**src/rtl/fetch_mem_arbiter_pkg.sv**
```systemverilog
// ---------------------------------------------------------------------------
// fetch_mem_arbiter_pkg
// Shared types and constants for the IF/MEM unified-RAM arbiter.
//   arb_state_t : arbiter FSM state encoding
//   arb_owner_t : which requester currently owns the RAM
//   CNT_W       : width of the access-latency counter (MEM_LAT up to 15)
//   is_busy()   : true while the RAM is being driven
// ---------------------------------------------------------------------------
package fetch_mem_arbiter_pkg;

   localparam int CNT_W = 4;

   typedef enum logic [2:0] {
      IDLE     = 3'd0,
      BUSY_IF  = 3'd1,
      BUSY_MEM = 3'd2,
      DONE_IF  = 3'd3,
      DONE_MEM = 3'd4
   } arb_state_t;

   typedef enum logic {
      OWN_IF  = 1'b0,
      OWN_MEM = 1'b1
   } arb_owner_t;

   function automatic logic is_busy(arb_state_t s);
      return (s == BUSY_IF) || (s == BUSY_MEM);
   endfunction

endpackage

```
**src/rtl/fetch_mem_arbiter_lat_counter.sv**
```systemverilog
// ---------------------------------------------------------------------------
// lat_counter
// Loadable down-counter with a zero flag. Counts the remaining RAM access
// cycles of the transfer in flight. Saturates at zero.
// Ports:
//   i_clk, i_rst  : clock, asynchronous active-high reset (count -> 0)
//   i_load        : load i_load_val (has priority over decrement)
//   i_load_val    : value to load
//   i_dec         : decrement by one when nonzero
//   o_count       : current count
//   o_zero        : count == 0
// ---------------------------------------------------------------------------
module lat_counter #(
   parameter int W = 4
) (
   input  logic         i_clk,
   input  logic         i_rst,
   input  logic         i_load,
   input  logic [W-1:0] i_load_val,
   input  logic         i_dec,
   output logic [W-1:0] o_count,
   output logic         o_zero
);

   logic [W-1:0] r_count;

   always_ff @(posedge i_clk or posedge i_rst) begin
      if (i_rst) begin
         r_count <= '0;
      end else if (i_load) begin
         r_count <= i_load_val;
      end else if (i_dec && (r_count != '0)) begin
         r_count <= r_count - 1'b1;
      end
   end

   assign o_count = r_count;
   assign o_zero  = (r_count == '0);

endmodule

```
**src/rtl/fetch_mem_arbiter.sv**
```systemverilog
// ---------------------------------------------------------------------------
// fetch_mem_arbiter
// Shares one single-ported instruction/data RAM between the IF stage and the
// MEM stage. Each access drives the RAM for MEM_LAT cycles, then spends one
// cycle in a DONE state raising the requester's valid pulse. MEM wins over IF
// when both are waiting in IDLE (it belongs to the older instruction).
//
// Handshake (both requesters): a request is a level held until the matching
// o_*_valid pulse; the pulse lasts exactly one cycle and marks completion.
// o_*_freeze = request & ~valid, so the stage stalls until that pulse. A
// request dropped mid-access does not abort it. A killed fetch (i_if_kill)
// completes on the RAM but produces no o_if_valid and no data update.
//
// Ports:
//   i_clk, i_rst           clock, asynchronous active-high reset
//   i_if_req/addr/kill     fetch request, PC, branch-taken kill
//   o_if_data/valid/freeze fetched instruction, completion pulse, PC stall
//   i_mem_rd_en/wr_en      load / store request (both set = store)
//   i_mem_addr/wdata       load/store address, store data
//   o_mem_rdata/valid      load data, completion pulse (loads and stores)
//   o_mem_freeze           MEM-stage stall
//   o_ram_en/wr/addr/wdata RAM strobe, write strobe, address, write data
//   i_ram_rdata            RAM read data, valid by last access cycle
//   o_dbg_state/dbg_cnt    FSM state and latency counter, for observation
// ---------------------------------------------------------------------------
module fetch_mem_arbiter
   import fetch_mem_arbiter_pkg::*;
#(
   parameter int ADDR_W  = 32,
   parameter int DATA_W  = 32,
   parameter int MEM_LAT = 2
) (
   input  logic              i_clk,
   input  logic              i_rst,
   input  logic              i_if_req,
   input  logic [ADDR_W-1:0] i_if_addr,
   input  logic              i_if_kill,
   output logic [DATA_W-1:0] o_if_data,
   output logic              o_if_valid,
   output logic              o_if_freeze,
   input  logic              i_mem_rd_en,
   input  logic              i_mem_wr_en,
   input  logic [ADDR_W-1:0] i_mem_addr,
   input  logic [DATA_W-1:0] i_mem_wdata,
   output logic [DATA_W-1:0] o_mem_rdata,
   output logic              o_mem_valid,
   output logic              o_mem_freeze,
   output logic              o_ram_en,
   output logic              o_ram_wr,
   output logic [ADDR_W-1:0] o_ram_addr,
   output logic [DATA_W-1:0] o_ram_wdata,
   input  logic [DATA_W-1:0] i_ram_rdata,
   output logic [2:0]        o_dbg_state,
   output logic [CNT_W-1:0]  o_dbg_cnt
);

   // Counter starts at MEM_LAT-1 so that it reads zero in the last access cycle.
   localparam logic [CNT_W-1:0] LAT_LOAD = CNT_W'(MEM_LAT - 1);

   arb_state_t        r_state;
   arb_owner_t        r_owner;
   logic              r_wr;
   logic              r_kill;
   logic              r_ram_en;
   logic              r_ram_wr;
   logic [ADDR_W-1:0] r_ram_addr;
   logic [DATA_W-1:0] r_ram_wdata;
   logic [DATA_W-1:0] r_if_data;
   logic [DATA_W-1:0] r_mem_rdata;
   logic              r_if_valid;
   logic              r_mem_valid;

   logic              w_mem_req;
   logic              w_start;
   logic              w_cnt_dec;
   logic              w_cnt_zero;
   logic [CNT_W-1:0]  w_cnt;

   assign w_mem_req = i_mem_rd_en | i_mem_wr_en;
   assign w_start   = (r_state == IDLE) && (w_mem_req || i_if_req);
   assign w_cnt_dec = is_busy(r_state);

   lat_counter #(
      .W(CNT_W)
   ) u_lat_counter (
      .i_clk      (i_clk),
      .i_rst      (i_rst),
      .i_load     (w_start),
      .i_load_val (LAT_LOAD),
      .i_dec      (w_cnt_dec),
      .o_count    (w_cnt),
      .o_zero     (w_cnt_zero)
   );

   always_ff @(posedge i_clk or posedge i_rst) begin
      if (i_rst) begin
         r_state     <= IDLE;
         r_owner     <= OWN_IF;
         r_wr        <= 1'b0;
         r_kill      <= 1'b0;
         r_ram_en    <= 1'b0;
         r_ram_wr    <= 1'b0;
         r_ram_addr  <= '0;
         r_ram_wdata <= '0;
         r_if_data   <= '0;
         r_mem_rdata <= '0;
         r_if_valid  <= 1'b0;
         r_mem_valid <= 1'b0;
      end else begin
         // Valid pulses are only ever set on the edge into DONE_x.
         r_if_valid  <= 1'b0;
         r_mem_valid <= 1'b0;
         case (r_state)
            IDLE: begin
               if (w_mem_req) begin
                  r_state     <= BUSY_MEM;
                  r_owner     <= OWN_MEM;
                  r_wr        <= i_mem_wr_en;
                  r_ram_en    <= 1'b1;
                  r_ram_wr    <= i_mem_wr_en;
                  r_ram_addr  <= i_mem_addr;
                  r_ram_wdata <= i_mem_wdata;
               end else if (i_if_req) begin
                  r_state    <= BUSY_IF;
                  r_owner    <= OWN_IF;
                  r_wr       <= 1'b0;
                  r_ram_en   <= 1'b1;
                  r_ram_wr   <= 1'b0;
                  r_ram_addr <= i_if_addr;
                  // A kill on the very edge that starts the fetch counts too.
                  r_kill     <= i_if_kill;
               end
            end
            BUSY_IF, BUSY_MEM: begin
               if ((r_owner == OWN_IF) && i_if_kill) begin
                  r_kill <= 1'b1;
               end
               if (w_cnt_zero) begin
                  r_ram_en <= 1'b0;
                  r_ram_wr <= 1'b0;
                  if (r_owner == OWN_MEM) begin
                     r_state     <= DONE_MEM;
                     r_mem_valid <= 1'b1;
                     if (!r_wr) begin
                        r_mem_rdata <= i_ram_rdata;
                     end
                  end else begin
                     r_state <= DONE_IF;
                     // Kill seen on this final edge suppresses the result as well.
                     if (!(r_kill || i_if_kill)) begin
                        r_if_valid <= 1'b1;
                        r_if_data  <= i_ram_rdata;
                     end
                  end
               end
            end
            DONE_IF: begin
               r_kill  <= 1'b0;
               r_state <= IDLE;
            end
            DONE_MEM: begin
               r_state <= IDLE;
            end
            default: begin
               r_state <= IDLE;
            end
         endcase
      end
   end

   assign o_if_data    = r_if_data;
   assign o_if_valid   = r_if_valid;
   assign o_if_freeze  = i_if_req & ~r_if_valid;
   assign o_mem_rdata  = r_mem_rdata;
   assign o_mem_valid  = r_mem_valid;
   assign o_mem_freeze = w_mem_req & ~r_mem_valid;
   assign o_ram_en     = r_ram_en;
   assign o_ram_wr     = r_ram_wr;
   assign o_ram_addr   = r_ram_addr;
   assign o_ram_wdata  = r_ram_wdata;
   assign o_dbg_state  = r_state;
   assign o_dbg_cnt    = w_cnt;

endmodule

```
**config.mk**
```make
export PLATFORM = sky130hd
export DESIGN_NAME = fetch_mem_arbiter
export DESIGN_NICKNAME = d
export VERILOG_FILES = /design/src/rtl/fetch_mem_arbiter_pkg.sv /design/src/rtl/fetch_mem_arbiter_lat_counter.sv /design/src/rtl/fetch_mem_arbiter.sv
export SDC_FILE = /design/constraint.sdc
export NUM_CORES = 1
export LEC_CHECK = 0
export CORE_MARGIN = 5
export CORE_UTILIZATION = 42
export CTS_CLUSTER_DIAMETER = 120
export DETAILED_ROUTE_END_ITERATION = 12
export PLACE_DENSITY = 0.89
export SLEW_MARGIN = 5
export SYNTH_ARGS = -nofsm -noshare
export SYNTH_HDL_FRONTEND = slang
export SYNTH_SLANG_ARGS = --single-unit
```
**constraint.sdc**
```tcl
create_clock -name i_clk -period 6.5 [get_ports i_clk]
set_input_delay 0.975 -clock i_clk [delete_from_list [all_inputs] [get_ports i_clk]]
set_output_delay 0.975 -clock i_clk [all_outputs]
set_load 0.05 [all_outputs]
```
[Word level (Yosys, flattened, before mapping)]
Cells that the tools add are included.
Storage, ports and cells
  output and inout port bits: 141
  ROM bits: 0
  logic and storage cells: 79
  memories kept: 0
  bits in latches: 0
  register bits: 142
  RAM bits: 0
  input port bits: 134
Operators by class
  reductions and logical operators: 21
  mux-type cells: 28
  add/subtract/negate cells: 1
  $lt $le $gt $ge: 0
  shifts and indexed selects: 0
  multiply operators: 0
  div/mod/pow operators: 0
  equal/unequal tests: 8
  bitwise logic cells: 8
Operators by type and width (count)
  $mux W32: 2
  $mux W1: 16
  $mux W3: 4
  $reduce_and A4 Y1: 3
  $mux W4: 2
  $eq A3 B2 Y1 const B: 2
  $ne A2 B2 Y1 const B: 3
  $pmux W3 S2: 1
  $reduce_and A2 Y1: 3
  $reduce_bool A2 Y1: 3
  $not A1 Y1: 5
  $logic_not A4 Y1: 1
  $pmux W1 S2: 2
  $reduce_bool A4 Y1: 1
  $sub A4 B1 Y4 const B: 1
  $eq A3 B1 Y1 const B: 1
  $logic_and A1 B1 Y1: 3
  $logic_not A3 Y1: 1
  $logic_or A1 B1 Y1: 3
  $ne A3 B3 Y1 const B: 1
  $pmux W1 S3: 1
  $reduce_and A3 Y1: 1
  $reduce_bool A3 Y1: 1
  $and A1 B1 Y1: 2
  other kinds (3): 3

[Logic depth before layout (Yosys ltp)]
Gate-level depths: netlist (run 1).
  word-level depth: 5
  mapped depth: 7
  depth with buffers taken out: 5

[By module]
From an unflattened synthesis (run 1), not the netlist that was laid out.
Unflattened totals
  cells, all modules: 427
  area, all modules: 5818.1 µm²
Modules (own cells, without submodules)
  fetch_mem_arbiter: times used 1, area an instance 5556.6 µm², sequential area each 3453.3 µm², cells each 399
  lat_counter: times used 1, area an instance 261.5 µm², sequential area each 100.1 µm², cells each 28

[Worst setup path after synthesis (run 1)]
Ideal clock, no wire load.
  path type: input-to-output
  start: input port i_mem_wr_en
  end: output port o_mem_freeze
  stages on the path: 4
  path slack: 3.307 ns
  required time: 5.525 ns
  data arrival time: 2.218 ns
  cell sequence: clkbuf_1 nor2_1 buf_2 nor2_1
Between the ends
  longest elaborated chain between the ends: 2
Ends and longest elaborated chain
  start, declared: RTL line fetch_mem_arbiter.sv:42  | input logic i_mem_wr_en,
  $or A1 B1 Y1: RTL line fetch_mem_arbiter.sv:79  | assign w_mem_req = i_mem_rd_en | i_mem_wr_en;
  $and A1 B1 Y1: RTL line fetch_mem_arbiter.sv:176  | assign o_mem_freeze = w_mem_req & ~r_mem_valid;
  end, declared: RTL line fetch_mem_arbiter.sv:47  | output logic o_mem_freeze,
No other way between the ends.

[Worst setup path after layout (run 1)]
Same ends and word-level chain as after synthesis.

==> results of run 1 <==
-- worst max-delay path: stages --
cell	delay [ps]
clkdlybuf4s50_1	700
nor2_4	80
nor2_1	140
clkdlybuf4s50_1	860
-- routing by layer --
metal | global-route usage [%] | wire length, um
met5 | 0 | 18
met3 | 8.00 | 1680
met4 | 8.15 | 446
met1 | 22.8 | 6140
met2 | 35.6 | 8720
-- flip-flops by register name (all words and copies together), names as in the netlist --
name                   flops
r_owner                    1
o_if_valid                 1
o_ram_en                   1
o_dbg_state                3
r_kill                     1
o_mem_valid                1
o_mem_rdata               32
o_if_data                 32
o_ram_wr                   1
o_ram_wdata               32
o_ram_addr                32
u_lat_counter.o_count      4
r_wr                       1
-- placed cells by master, fill, tap and decap left out, types with 2 or more instances in the layout --
cell / count
and4_1: 2
nor2_1: 2
clkbuf_16: 17
inv_6: 4
mux2_2: 67
clkinv_2: 4
inv_1: 4
nand2_1: 5
nand2b_1: 3
clkinvlp_4: 5
dfrtp_1: 142
a221oi_1: 2
mux2i_1: 34
nor3b_1: 2
or3_1: 2
nor4_4: 2
nor4_1: 2
o21ai_0: 68
mux2_4: 29
clkbuf_1: 2
clkdlybuf4s50_1: 274
buf_4: 5
o21ai_1: 2
-- metrics by stage --
stage | cells | power, mW
floorplan | 421 | 3.90
global placement | 852 | 5.01
detailed placement | 852 | 5.11
CTS | 884 | 5.99
global route | 884 | 6.20
finish | 884 | 5.93
-- worst paths after layout --
kind	from	to	slack [ps]
max	i_mem_wr_en	o_mem_freeze	2770
min	o_ram_wdata[0]	o_ram_wdata[0]	500
max reg2reg	u_lat_counter.o_count[0]	o_if_data[29]	3960
min reg2reg	o_ram_wdata[0]	o_ram_wdata[0]	500
max in group asynchronous	i_rst	r_wr	4090
min in group asynchronous	i_rst	o_ram_wdata[20]	1030
-- power breakdown --
part	internal [mW]	total, mW	switching [mW]
logic	1.27	3.48	2.20
registers	1.33	1.59	0.268
clock network	0.488	0.858	0.370
-- cell type report --
class	instances	area (um^2)
inverter	5	23.8
clock inverter	13	92.6
tap	180	225
multi-input combinational	246	2260
fill	990	4560
sequential	142	3550
timing repair buffer	279	2780
clock buffer	19	433
-- kinds of logic (layout without fill, tap and decap cells) --
family | after synthesis | count (layout) | share of synthesized area (%)
xor gates and xnor gates | 2 | 2 | 0.418
buffers and inverters | 33 | 316 | 3.22
adders and majority gates | 1 | 1 | 0.209
DFF | 142 | 142 | 59.4
AOI/OAI and AO/OA | 82 | 82 | 7.42
muxes | 131 | 131 | 25.7
and+or+nand+nor | 30 | 30 | 3.64
==> impl_metrics.tcl, run 1 <==
set metrics [dict create \
    startpoint_type "input port" \
    finalWorstSetupSlack_ps 2770 \
    setup_viol 0 \
    leakage_nw 3.88 \
    cap_violations 0 \
    clock_sinks 142 \
    path_clk_slew_ps 60 \
    wl_per_cell_um 19.2 \
    async_reset_ff_share_pct 100 \
    cp.required_ps 5520 \
    synth_area_leaders "dfrtp_1 59%, mux2_2 13%, mux2_4 7.3%" \
    crit_path_max_fanout 7 \
    port_buffers 274 \
    drtAntennaViolNets 0 \
    cts_tree "built" \
    worstMarginPinSlew_ps 1120 \
    setup_tns_ps 0 \
    r2r_cells 6 \
    status "complete, no violations" \
    route.detailed.drc 0 \
    synth_most_common_cell "dfrtp_1" \
    root_buffer "clkbuf_16" \
    place_area_mm2 0.00885 \
    syn_nets 556 \
    dr.pass1.iters 4 \
    synth_edf_count 0 \
    p_per_area_mw_per_mm2 633 \
    synth.avg_cell_area_um2 14.2 \
    clkLatencyLatePin_ps 410 \
    syn2layout_area_growth_pct 56.6 \
    synth_top_flop_cell "dfrtp_1" \
    overflow 0 \
    critical_path_class "input port to output port" \
    nNetsFinal 826 \
    hold_ws_ps 504 \
    layout-drive-gt1-share_pct 20.0 \
    end_kind "output port" \
    cts_inserted_buffers 17 \
    rsz0062_at_grt "false" \
    h-tree-depth 4 \
    holdPathStages 1 \
    grt_pass1_wl_mm 26.6 \
    track_usage_pct 20.6 \
    synth_cell_types 40 \
    ys_top_cells_by_count "142 x dfrtp_1, 68 x o21ai_0, 67 x mux2_2, 34 x mux2i_1, 29 x mux2_4" \
    die_area_mm2 0.0167 \
    routabilityCongestion 0.782 \
    post-route-util_pct 67.3 \
    ys_ff_latch 142 \
    die_width_um 129 \
    n_antenna_cell 0 \
    antenna_found_initial 1 \
    boundaryPins 275 \
    hold_buffers 0 \
    dieHeight_um 129 \
    rows 43 \
    design_area_mm2 0.00937 \
    yosysTopAreaCellShare_pct 59.4 \
    clockBufferDepth 2 \
    routed_wirelength_mm 17.0 \
    dr.first_iter.drc_count 205 \
    yosysTopAreaCell "dfrtp_1" \
    vias 4588 \
    cts_setup_buffers 0 \
    yosysSeqAreaShare_pct 59.4 \
    viasPerCell 5.19 \
    ys_warn_count 0 \
    grt_pass1_vias 5063 \
    slew_headroom_pct 25.6 \
    netlist_instances 421 \
    skew_ps 5.59 \
    arrival_ps 2750 \
    min_path_type "register to register" \
    cts_resized 0 \
    fin_crit_ps 3730 \
    core_area_mm2 0.0139 \
    ir_worst_vdd_uv 379 \
    grt_max_degree 73 \
    dpl_worst_slack_ps 2750 \
    syn_area_mm2 0.00599 \
    max_freq_ghz 0.268 \
    start_util_pct 43.0 \
    dp_hpwl_mm 12.8 \
    fin_crit_sh_pct 57.4 \
    slew_viol_final 0 \
    hold_viol_final 0 \
]
Note: power is estimated with default switching activity, not from simulation.
==> run 2: changes to the inputs <==
==> constraint.sdc (replaced) <==
create_clock -name i_clk -period 3.65 [get_ports i_clk]
set_input_delay 0.5475 -clock i_clk [delete_from_list [all_inputs] [get_ports i_clk]]
set_output_delay 0.5475 -clock i_clk [all_outputs]
set_load 0.05 [all_outputs]
==> impl_metrics.tcl, run 2 (synthesis gave the netlist of run 1 again) <==
set metrics [dict create \
    status "complete, no violations" \
    slowest_stage "clkdlybuf4s50_1" \
    slew_headroom_pct 30.8 \
    nNetsFinal 831 \
    route.detailed.drc 0 \
    multi_input_area_mm2 0.00226 \
    skew_ps 7.79 \
    cpPeakStageDelay_ps 820 \
    hold_buffers 0 \
    track_usage_pct 20.4 \
    path_delay_family "buffers and inverters" \
    crit_path_max_fanout 7 \
    total_power_mw 10.9 \
    slew_viol_final 0 \
    crit_chain "clkdlybuf4s50_1, nor2_4, nor2_1, clkdlybuf4s50_1" \
    dr.pass1.iters 4 \
    start_util_pct 43.0 \
    antenna_found_initial 0 \
    crit_buf_inv 2 \
    die_area_mm2 0.0167 \
    arrival_ps 2210 \
    regArea_mm2 0.00355 \
    routabilityCongestion 0.801 \
    ir_worst_vdd_uv 759 \
    port_buffers 274 \
    drtAntennaViolNets 0 \
    hold_viol_final 0 \
    rrSetupSlack_ps 1230 \
    layout-drive-gt1-share_pct 20.6 \
    vias 4482 \
    finalWorstSetupSlack_ps 888 \
    boundaryPins 275 \
    r2r-end "o_mem_rdata[24]" \
    end_kind "output port" \
    layout_common_cells "274 x clkdlybuf4s50_1, 142 x dfrtp_1, 68 x o21ai_0" \
    leakage_nw 3.96 \
    startpoint_type "input port" \
    setup_tns_ps 0 \
    max_freq_ghz 0.362 \
    root_buffer "clkbuf_16" \
    die_width_um 129 \
    clockBufferDepth 2 \
    r2r_cells 6 \
    path_common_cell "clkdlybuf4s50_1" \
    grt_pass1_wl_mm 26.2 \
    overflow 0 \
    dp_hpwl_mm 12.8 \
    wl_per_cell_um 19.2 \
    holdPathStages 1 \
    post-route-util_pct 68.3 \
    min_path_type "register to register" \
    worstHoldStart "r_kill" \
    viasPerCell 5.04 \
    n_fill_cell 990 \
    setup_viol 0 \
    grt_pass1_vias 4861 \
    cts_setup_buffers 0 \
    clkLatencyLatePin_ps 410 \
    final_cells 889 \
    dpl_worst_slack_ps 869 \
    layout_commonest_cell "clkdlybuf4s50_1" \
    critical_path_class "input port to output port" \
    p_per_area_mw_per_mm2 1140 \
    rows 43 \
    worstMarginPinSlew_ps 1040 \
    h-tree-depth 4 \
    grt_max_degree 51 \
    fin_crit_ps 2760 \
    fin_crit_sh_pct 75.7 \
    core_area_mm2 0.0139 \
    worstReg2RegStart "u_lat_counter.o_count[0]" \
    syn2layout_area_growth_pct 58.9 \
    n_antenna_cell 0 \
    path_clk_slew_ps 50 \
    clock_sinks 142 \
    rsz0062_at_grt "false" \
    hold-path-endpoint "r_kill" \
    dieHeight_um 129 \
    cts_tree "built" \
    cts_inserted_buffers 17 \
    place_inst 857 \
    cp.required_ps 3100 \
    dr.first_iter.drc_count 164 \
    cap_violations 0 \
    routed_wirelength_mm 17.0 \
    cts_resized 0 \
]
[run 2: cell types whose count changed in the layout (fill, tap and decap cells not counted), moves of 3 or more]
| cell | before | now |
|---|---|---|
| clkinvlp_4 | 5 | 2 |
| buf_4 | 5 | 10 |
| bufinv_16 | 0 | 4 |
| inv_6 | 4 | 0 |
| clkbuf_8 | 0 | 3 |
[run 2: how the worst max path moves through the flow]
stage | from | endpoint | slack [ps] | depth (start not counted)
4_1_cts | i_mem_wr_en | o_mem_freeze | 870 | 4
2_1_floorplan | u_lat_counter.o_count[0] | o_if_data[10] | 1250 | 7
6_report | i_mem_wr_en | o_mem_freeze | 890 | 4
5_1_grt | i_mem_wr_en | o_mem_freeze | 800 | 4
3_3_place_gp | i_mem_wr_en | o_mem_freeze | 900 | 4
3_5_place_dp | i_mem_wr_en | o_mem_freeze | 870 | 4
[run 2: final cells by class]
class                   count  area share, %
clock buffers              22           4.99
multi-input cells         246           23.7
inverters                   5          0.237
clock inverters            10           1.68
well taps                 180           2.37
repair buffers            284           29.6
flip-flops and latches    142           37.4
[run 2: per-layer routing]
layer,global-route usage [%],routed length [um],up-vias
li1,-,-,2062
met1,23.0,6330,2182
met2,35.6,8700,207
met3,6.84,1550,31
met4,8.03,466,0
met5,0,0,-
[run 2: power by group]
group / total [mW] / switching [mW] / leakage, nW / internal, mW
logic: 6.20 / 3.92 / 1.92 / 2.28
clock network: 1.83 / 0.634 / 0.310 / 1.20
registers: 2.84 / 0.474 / 1.73 / 2.36
[run 2: through the flow]
| stage | cell area [um^2] | hold slack, ps |
|---|---|---|
| floorplan | 5990 | 448 |
| global placement | 8880 | 465 |
| detailed placement | 8880 | 483 |
| CTS | 9510 | 495 |
| global route | 9510 | 514 |
| finish | 9510 | 490 |
==> run 3: changes to the inputs <==
==> constraint.sdc (replaced) <==
create_clock -name i_clk -period 2.8 [get_ports i_clk]
set_input_delay 0.42 -clock i_clk [delete_from_list [all_inputs] [get_ports i_clk]]
set_output_delay 0.42 -clock i_clk [all_outputs]
set_load 0.05 [all_outputs]
==> impl_metrics.tcl, run 3 (synthesis gave the netlist of run 1 again) <==
set metrics [dict create \
    cpPeakStageDelay_ps 940 \
    path_clk_slew_ps 60 \
    cts_inserted_buffers 17 \
    grt_pass1_wl_mm 26.3 \
    status "complete, no violations" \
    worstMarginPinSlew_ps 632 \
    hold_buffers 0 \
    boundaryPins 275 \
    post-route-util_pct 68.7 \
    finalWorstSetupSlack_ps 376 \
    routed_wirelength_mm 17.3 \
    n_antenna_cell 0 \
    port_buffers 274 \
    setup_viol 0 \
    end_kind "output port" \
    syn2layout_area_growth_pct 59.9 \
    rows 43 \
    dr.first_iter.drc_count 164 \
    dieHeight_um 129 \
    dr.pass1.iters 4 \
    layout-drive-gt1-share_pct 21.0 \
    cp.required_ps 2380 \
    ir_worst_vdd_uv 876 \
    startpoint_type "register" \
    layout_common_cells "272 x clkdlybuf4s50_1, 142 x dfrtp_1, 68 x o21ai_0" \
    arrival_ps 2000 \
    fin_crit_sh_pct 86.6 \
    crit_chain "clkdlybuf4s50_1" \
    start_util_pct 43.0 \
    slowest_stage "clkdlybuf4s50_1" \
    cts_resized 0 \
    p_per_area_mw_per_mm2 1500 \
    rsz0062_at_grt "false" \
    final_cells 888 \
    nNetsFinal 831 \
    fin_crit_ps 2420 \
    dpl_worst_slack_ps 526 \
    crit_buf_inv 1 \
    grt_pass1_vias 4966 \
    clkLatencyLatePin_ps 410 \
    vias 4585 \
    grt_max_degree 48 \
    crit_path_max_fanout 11 \
    place_inst 857 \
    drtAntennaViolNets 0 \
    layout_commonest_cell "clkdlybuf4s50_1" \
    clockBufferDepth 2 \
    min_path_type "input port to async pin" \
    hold_viol_final 0 \
    clock_sinks 142 \
    skew_ps 6.99 \
    track_usage_pct 20.5 \
    viasPerCell 5.16 \
    cts_tree "built" \
    path_delay_family "buffers and inverters" \
    route.detailed.drc 0 \
    routabilityCongestion 0.817 \
    max_freq_ghz 0.412 \
    n_fill_cell 956 \
    wl_per_cell_um 19.4 \
    slew_headroom_pct 57.8 \
    overflow 0 \
    cap_violations 0 \
    design_area_mm2 0.00957 \
    slew_viol_final 0 \
    dp_hpwl_mm 13.1 \
    antenna_found_initial 1 \
    cts_setup_buffers 0 \
    critical_path_class "register to output port" \
    die_area_mm2 0.0167 \
    die_width_um 129 \
    root_buffer "clkbuf_16" \
    place_area_mm2 0.00892 \
    leakage_nw 3.99 \
    setup_tns_ps 0 \
    h-tree-depth 4 \
    core_area_mm2 0.0139 \
]
==> run 3: changes by cell type in the layout (fill, tap and decap cells not counted), sizes merged <==
cell | previous run | this run
clkdlybuf4s50 | 274 | 272
bufinv | 4 | 5
clkinv | 5 | 6
inv | 4 | 6
clkinvlp | 2 | 1
buf | 10 | 12
clkbuf | 22 | 18
==> run 3: report_power, final <==
part           internal [mW]  switching (mW)  leakage [nW]
clock network           1.61           0.864         0.321
logic                   3.00            5.13          1.93
registers               3.08           0.639          1.73
total                   7.68            6.63          3.99
==> run 3: metrics by stage <==
stage / power (mW) / hold slack (ps)
2_1_floorplan: 9.06 / 448
3_3_place_gp: 11.7 / 470
3_5_place_dp: 11.9 / 484
4_1_cts: 14.4 / 451
5_1_grt: 14.9 / 484
6_report: 14.3 / 450
==> run 3: cell type report <==
| type | count | area [um^2] | share of cell area (%) |
|---|---|---|---|
| tap | 180 | 225 | 2.35 |
| clock buffer | 18 | 439 | 4.59 |
| multi-input combinational | 246 | 2260 | 23.6 |
| sequential | 142 | 3550 | 37.1 |
| timing repair buffer | 284 | 2860 | 29.9 |
| inverter | 5 | 22.5 | 0.235 |
| clock inverter | 13 | 213 | 2.22 |
==> run 3: final timing paths <==
path	cells past startpoint	end	slack, ps	from
worst max-delay path	1	o_dbg_state[2]	380	o_dbg_state[2]
worst min-delay path	2	o_ram_wdata[11]	450	i_rst
worst max register to register	6	o_if_data[30]	520	u_lat_counter.o_count[0]
worst min register to register	1	o_mem_rdata[26]	490	o_mem_rdata[26]
max in group asynchronous	3	o_ram_addr[16]	1630	i_rst
min in group i_clk	1	o_mem_rdata[26]	490	o_mem_rdata[26]
==> run 3: routing by layer <==
layer | track usage, % | routed length [um]
met5 | 0 | 20
met4 | 9.26 | 549
met3 | 8.12 | 1680
met2 | 34.3 | 8630
met1 | 23.3 | 6380
